File: src/rtl/sh1_pkg.sv
// Shared SH-1 types and constants used by the instruction-fetch front end.
package sh1_pkg;
  typedef enum logic [1:0] {IDLE, REQ, DROP, HALT} fetch_state_e;

  localparam int          INST_W     = 16;
  localparam logic [15:0] NOP_OPCODE = 16'h0009;
endpackage

File: src/rtl/sh1_halfword_fifo.sv
// Halfword opcode queue: up to two pushes and one pop per cycle.
// Entries shift toward slot 0 so the head opcode always comes straight from a flop.
module sh1_halfword_fifo
  import sh1_pkg::*;
#(
  parameter int QDEPTH = 4,
  parameter int CW     = $clog2(QDEPTH) + 1
) (
  input  logic              clk,
  input  logic              rst_n,
  input  logic              flush,
  input  logic [1:0]        push_n,
  input  logic [INST_W-1:0] push_d0,
  input  logic [INST_W-1:0] push_d1,
  input  logic              pop,
  output logic [INST_W-1:0] head,
  output logic [CW-1:0]     count,
  output logic [CW-1:0]     free
);
  logic [INST_W-1:0] slot_reg  [QDEPTH];
  logic [INST_W-1:0] slot_next [QDEPTH];
  logic [CW-1:0]     count_reg;
  logic [CW-1:0]     base;

  // New halves land just behind whatever survives this cycle's pop.
  assign base = count_reg - CW'(pop);

  genvar gi;
  for (gi = 0; gi < QDEPTH; gi++) begin : g_slot
    logic [INST_W-1:0] shifted;
    if (gi == QDEPTH - 1) begin : g_last
      assign shifted = pop ? '0 : slot_reg[gi];
    end else begin : g_mid
      assign shifted = pop ? slot_reg[gi+1] : slot_reg[gi];
    end
    assign slot_next[gi] = (push_n != 2'd0 && base == CW'(gi))            ? push_d0 :
                           (push_n == 2'd2 && base + CW'(1) == CW'(gi))   ? push_d1 :
                                                                            shifted;
  end

  always_ff @(posedge clk or negedge rst_n) begin
    if (!rst_n) begin
      count_reg <= '0;
      for (int i = 0; i < QDEPTH; i++) slot_reg[i] <= '0;
    end else if (flush) begin
      count_reg <= '0;
      for (int i = 0; i < QDEPTH; i++) slot_reg[i] <= NOP_OPCODE;
    end else begin
      count_reg <= count_reg - CW'(pop) + CW'(push_n);
      for (int i = 0; i < QDEPTH; i++) slot_reg[i] <= slot_next[i];
    end
  end

  assign head  = slot_reg[0];
  assign count = count_reg;
  assign free  = CW'(QDEPTH) - count_reg;
endmodule

File: src/rtl/sh1_fetch_unit.sv
// SH-1 fetch front end: one outstanding word read at a time, split into two
// big-endian opcodes and handed to the decoder over valid/ready with their PC.
module sh1_fetch_unit
  import sh1_pkg::*;
#(
  parameter logic [31:0] RESET_PC = 32'h0000_0000,
  parameter int          QDEPTH   = 4
) (
  input  logic              clk,
  input  logic              rst_n,
  input  logic              redirect_valid,
  input  logic [31:0]       redirect_pc,
  output logic              mem_req,
  output logic [31:0]       mem_addr,
  input  logic              mem_ack,
  input  logic [31:0]       mem_rdata,
  input  logic              mem_err,
  output logic              inst_valid,
  output logic [INST_W-1:0] inst_data,
  output logic [31:0]       inst_pc,
  input  logic              inst_ready,
  output logic              fetch_err
);
  localparam int CW = $clog2(QDEPTH) + 1;

  fetch_state_e      state_reg;
  logic [31:0]       fetch_pc_reg;
  logic [31:0]       mem_addr_reg;
  logic [31:0]       inst_pc_reg;
  logic              half_only_reg;
  logic              mem_req_reg;
  logic              fetch_err_reg;
  logic [CW-1:0]     q_count;
  logic [CW-1:0]     q_free;
  logic [CW-1:0]     want;
  logic              pop;
  logic              ack_ok;
  logic [1:0]        push_n;
  logic [INST_W-1:0] push_d0;
  logic [INST_W-1:0] push_d1;

  assign inst_valid = (q_count != '0);
  assign pop        = inst_valid && inst_ready && !redirect_valid;
  assign ack_ok     = (state_reg == REQ) && mem_ack && !mem_err && !redirect_valid;

  // A redirect into the odd half of a word only keeps the low opcode of that word.
  assign want    = half_only_reg ? CW'(1) : CW'(2);
  assign push_n  = !ack_ok ? 2'd0 : (half_only_reg ? 2'd1 : 2'd2);
  assign push_d0 = half_only_reg ? mem_rdata[15:0] : mem_rdata[31:16];
  assign push_d1 = mem_rdata[15:0];

  sh1_halfword_fifo #(.QDEPTH(QDEPTH), .CW(CW)) u_queue (
    .clk     (clk),
    .rst_n   (rst_n),
    .flush   (redirect_valid),
    .push_n  (push_n),
    .push_d0 (push_d0),
    .push_d1 (push_d1),
    .pop     (pop),
    .head    (inst_data),
    .count   (q_count),
    .free    (q_free)
  );

  always_ff @(posedge clk or negedge rst_n) begin
    if (!rst_n) begin
      state_reg     <= IDLE;
      fetch_pc_reg  <= RESET_PC & ~32'h3;
      mem_addr_reg  <= RESET_PC & ~32'h3;
      inst_pc_reg   <= RESET_PC & ~32'h1;
      half_only_reg <= RESET_PC[1];
      mem_req_reg   <= 1'b0;
      fetch_err_reg <= 1'b0;
    end else begin
      if (pop) inst_pc_reg <= inst_pc_reg + 32'd2;
      if (redirect_valid) begin
        inst_pc_reg   <= redirect_pc & ~32'h1;
        fetch_pc_reg  <= redirect_pc & ~32'h3;
        half_only_reg <= redirect_pc[1];
        fetch_err_reg <= 1'b0;
      end
      case (state_reg)
        IDLE: begin
          if (!redirect_valid && q_free >= want) begin
            state_reg    <= REQ;
            mem_req_reg  <= 1'b1;
            mem_addr_reg <= fetch_pc_reg;
          end
        end
        REQ: begin
          if (mem_ack) begin
            mem_req_reg <= 1'b0;
            if (redirect_valid) begin
              state_reg <= IDLE;
            end else if (mem_err) begin
              state_reg     <= HALT;
              fetch_err_reg <= 1'b1;
            end else begin
              state_reg     <= IDLE;
              fetch_pc_reg  <= fetch_pc_reg + 32'd4;
              half_only_reg <= 1'b0;
            end
          end else if (redirect_valid) begin
            state_reg <= DROP;
          end
        end
        // The abandoned access must still complete on the bus before a new one starts.
        DROP: begin
          if (mem_ack) begin
            mem_req_reg <= 1'b0;
            state_reg   <= IDLE;
          end
        end
        HALT: begin
          if (redirect_valid) state_reg <= IDLE;
        end
        default: state_reg <= IDLE;
      endcase
    end
  end

  assign mem_req   = mem_req_reg;
  assign mem_addr  = mem_addr_reg;
  assign inst_pc   = inst_pc_reg;
  assign fetch_err = fetch_err_reg;
endmodule
File: config.mk
export PLATFORM = sky130hd
export DESIGN_NAME = sh1_fetch_unit
export DESIGN_NICKNAME = d
export VERILOG_FILES = /design/src/rtl/sh1_pkg.sv /design/src/rtl/sh1_halfword_fifo.sv /design/src/rtl/sh1_fetch_unit.sv
export SDC_FILE = /design/constraint.sdc
export NUM_CORES = 1
export LEC_CHECK = 0
export CELL_PAD_IN_SITES_DETAIL_PLACEMENT = 1
export CELL_PAD_IN_SITES_GLOBAL_PLACEMENT = 2
export CORE_ASPECT_RATIO = 1.1
export CORE_MARGIN = 2
export CORE_UTILIZATION = 36
export CTS_BUF_LIST = sky130_fd_sc_hd__clkbuf_2 sky130_fd_sc_hd__clkbuf_4 sky130_fd_sc_hd__clkbuf_8
export CTS_CLUSTER_DIAMETER = 200
export DETAILED_ROUTE_END_ITERATION = 8
export GPL_TIMING_DRIVEN = 1
export HOLD_SLACK_MARGIN = 0.03
export PLACE_DENSITY_LB_ADDON = 0.1
export SLEW_MARGIN = 20
export SYNTH_ARGS = -nofsm -noshare
export SYNTH_HDL_FRONTEND = slang
export SYNTH_SLANG_ARGS = --single-unit
File: constraint.sdc
create_clock -name clk -period 4.1 [get_ports clk]
set_input_delay 0.82 -clock clk [delete_from_list [all_inputs] [get_ports clk]]
set_output_delay 0.82 -clock clk [all_outputs]
set_load 0.005 [all_outputs]
==> impl_metrics.yaml <==
run_status:
  status: "finished, final reports clean"
cells_and_area:
  final_cell_mix: "167 x dfrtp_1, 148 x clkdlybuf4s50_1, 81 x mux2_2, 66 x nand2_1, 51 x nor2_1"
  fin_util_pct: 45.66
  syn_to_final_growth_pct: 25.45
  drive_above_1_share_pct: 18.93
  largest_reg_flops: 48
  fin_area_sq_um: 11500
  finalNonFillerCells: 1330
  nets: 1086
  final_common_cell: "dfrtp_1"
power:
  ir_worst_vdd_uv: 193.0
  p_per_area_nw_per_um2: 455.5
  p_leak_nw: 4.839
clocking:
  post_cts_buffers: 0
  clk_pin_slew_ns: 0.11
  insertion_delay_ns: 0.48
  cts_resized: 0
  htreeDepth: 4
  post_cts_hold_buffer_count: 0
  cts_tree: "done"
  cts_root_buf: "clkbuf_8"
  numCtsBuffers: 17
  clock_path_buffers: 2
  clkSinkCount: 167
job:
  maxCapViolations: 0
global_route:
  grt_pass1_wl_mm: 43.77
  grt_max_degree: 70
  grt_pass1_vias: 7588
  track_usage_pct: 21.24
  antenna_found_initial: 1
  grt_overflow: 0
synthesis:
  synthMuxAreaShare_pct: 15.20
  synthAdderAreaFrac_pct: 2.129
  synth-compound-area-share_pct: 12.99
  ys_seq_area_share_pct: 45.58
  synth_xor_area_share_pct: 5.432
  synth_top_family_by_area: "multiplexers"
  synth-edff-count: 0
  yosys_warnings: 0
  syn_avg_cell_area_sq_um: 10.85
  ys.flop_type: "dfrtp_1"
  synthCells: 845
  syn_area_sq_um: 9168
  async_flop_share_pct: 100.0
  synthesis.nets: 930
  ys_ff_latch: 167
  synth-simple-area-share_pct: 14.64
  yosysUniqueCellTypes: 67
worst_hold_path:
  min_path_type: "input pin to async pin"
worst_setup_path:
  path_delay_family: "adder cells"
  critPathRequiredTime_ns: 4.42
  cpPeakStageDelay_ns: 0.33
  start_kind: "flop"
  crit_path_frequent_cell: "ha_1"
  cp_cell_sequence: "inv_1 -> ha_1 -> ha_1 -> inv_1 -> nand2_1 -> nor2_1 -> ha_1 -> ha_2 -> xor2_2 -> inv_1 -> ha_1 -> buf_4 -> nor4b_2 -> nand3_2 -> nor4b_2 -> buf_4 -> a22oi_1 -> o21ai_0"
  timing.critical_path.buf_inv: 5
  crit_type: "flop to flop"
  crit_path_max_fanout: 8
  crit_path_end_kind: "flop"
  crit_arrival_ns: 3.75
  cp_slowest_cell: "dfrtp_1"
floorplanning:
  coreArea_sq_um: 25190
  rows: 61
  die_area_sq_um: 26760
  ios: 153
  die_y_um: 171.4
  initial_utilization_pct: 36.40
  die_x_um: 156.2
routing:
  drc_errors: 0
  wl_per_cell_um: 20.74
  routed_wl_mm: 27.59
  drtIter0Drc: 300
  vias: 7183
  avgViaCountPerCell: 5.401
  ant_nets: 0
  first_pass_iters: 4
placed_design:
  place_hpwl_mm: 19.58
  place_congestion: 0.7863
  placed_cells: 1297
  dpl_cell_area_sq_um: 11120
  io_buffer_count: 150
sta:
  post-route-min-period_ns: 3.429
  fin_setup_tns_ns: 0
  setup_viol: 0
  period_share_pct: 83.64
  drv_slew: 0
  clock_skew_ns: 0.02272
  worstMarginPinSlew_ns: 0.9118
  relSlewSlack_pct: 38.65
  rsz0062_at_grt: "no"
  fmax_ghz: 0.2916
  finalHoldViolations: 0
## metal layers
metal	global-route usage (%)	part of all wire (%)
met1	26.57	44
met2	38.26	52
met3	3.099	3.2
met4	5.824	1.4
met5	0	0
## cell usage after synthesis (3+ instances only)
library cell	instances	share of area, %
nand3_2	3	0.33
buf_1	3	0.12
mux2_2	81	9.9
buf_4	10	0.82
a31oi_1	9	0.61
ha_1	14	1.9
o21ai_0	32	1.7
and2_1	6	0.41
nor4_1	6	0.41
clkbuf_1	18	0.74
a21boi_1	3	0.25
nand3_1	23	1.3
nor2_1	51	2.1
xor2_1	17	1.6
a2bb2oi_1	22	2.1
nand2b_1	6	0.41
a21boi_0	9	0.74
and3_1	7	0.48
xnor2_1	38	3.6
buf_2	14	0.76
nand4_1	20	1.4
nor4_2	7	0.96
nand2_1	66	2.7
or3_1	6	0.41
a21oi_1	23	1.3
mux2i_1	35	3.8
inv_1	27	1.1
and4_1	5	0.48
buf_6	3	0.37
dfrtp_1	167	46
mux2_4	8	1.3
o2bb2ai_1	8	0.76
nor3_1	7	0.38
nor4_4	3	0.70
a222oi_1	6	0.66
a22oi_1	36	2.9
a21oi_2	3	0.29
nor2b_1	5	0.34
## path summary, 6_finish.rpt
| check | slack [ns] | cells after the start | endpoint | from |
|---|---|---|---|---|
| max | 0.67 | 18 | u_queue.slot_reg[17] | u_queue.count[0] |
| min in group clk | 0.50 | 1 | mem_addr[0] | fetch_pc_reg[0] |
| max in group asynchronous | 2.82 | 2 | mem_addr[31] | rst_n |
| max reg2reg | 0.67 | 18 | u_queue.slot_reg[17] | u_queue.count[0] |
| min | 0.29 | 1 | mem_addr[14] | rst_n |
| min reg2reg | 0.50 | 1 | mem_addr[0] | fetch_pc_reg[0] |
## through the flow
stage / hold slack (ns) / power (W) / setup WS [ns]
3_5_place_dp: 0.4767 / 0.004121 / 0.2058
4_1_cts: 0.3027 / 0.005318 / 0.6275
3_3_place_gp: 0.4657 / 0.004081 / 0.05020
6_report: 0.2854 / 0.005239 / 0.6707
5_1_grt: 0.3125 / 0.005568 / 0.3547
2_1_floorplan: 0.4496 / 0.003139 / 0.002894
## final cells by class
| type | count | area (sq um) |
|---|---|---|
| clock inverters | 14 | 133.9 |
| repair buffers | 186 | 1809 |
| flip-flops and latches | 167 | 4179 |
| well taps | 315 | 394.1 |
| inverters | 27 | 101.3 |
| fillers | 2774 | 13690 |
| multi-input cells | 602 | 4639 |
| diodes | 1 | 2.502 |
| clock buffers | 18 | 241.5 |
## cells by family after synthesis
group,count (synthesis)
AND/OR/NAND/NOR,236
multiplexers,125
adder cells (fa/ha/maj),15
flip-flops,167
XOR/XNOR,56
AO/OA/AOI/OAI,169
buffers and inverters,76
other,1
## report_power, final
part | switching (W) | leakage, nW | internal, W
combinational | 0.000842 | 2.61 | 0.00103
sequential | 0.000233 | 2.04 | 0.00195
clock | 0.000723 | 0.188 | 0.000455
total | 0.00180 | 4.84 | 0.00344
Note: power is estimated with default switching activity, not from simulation.
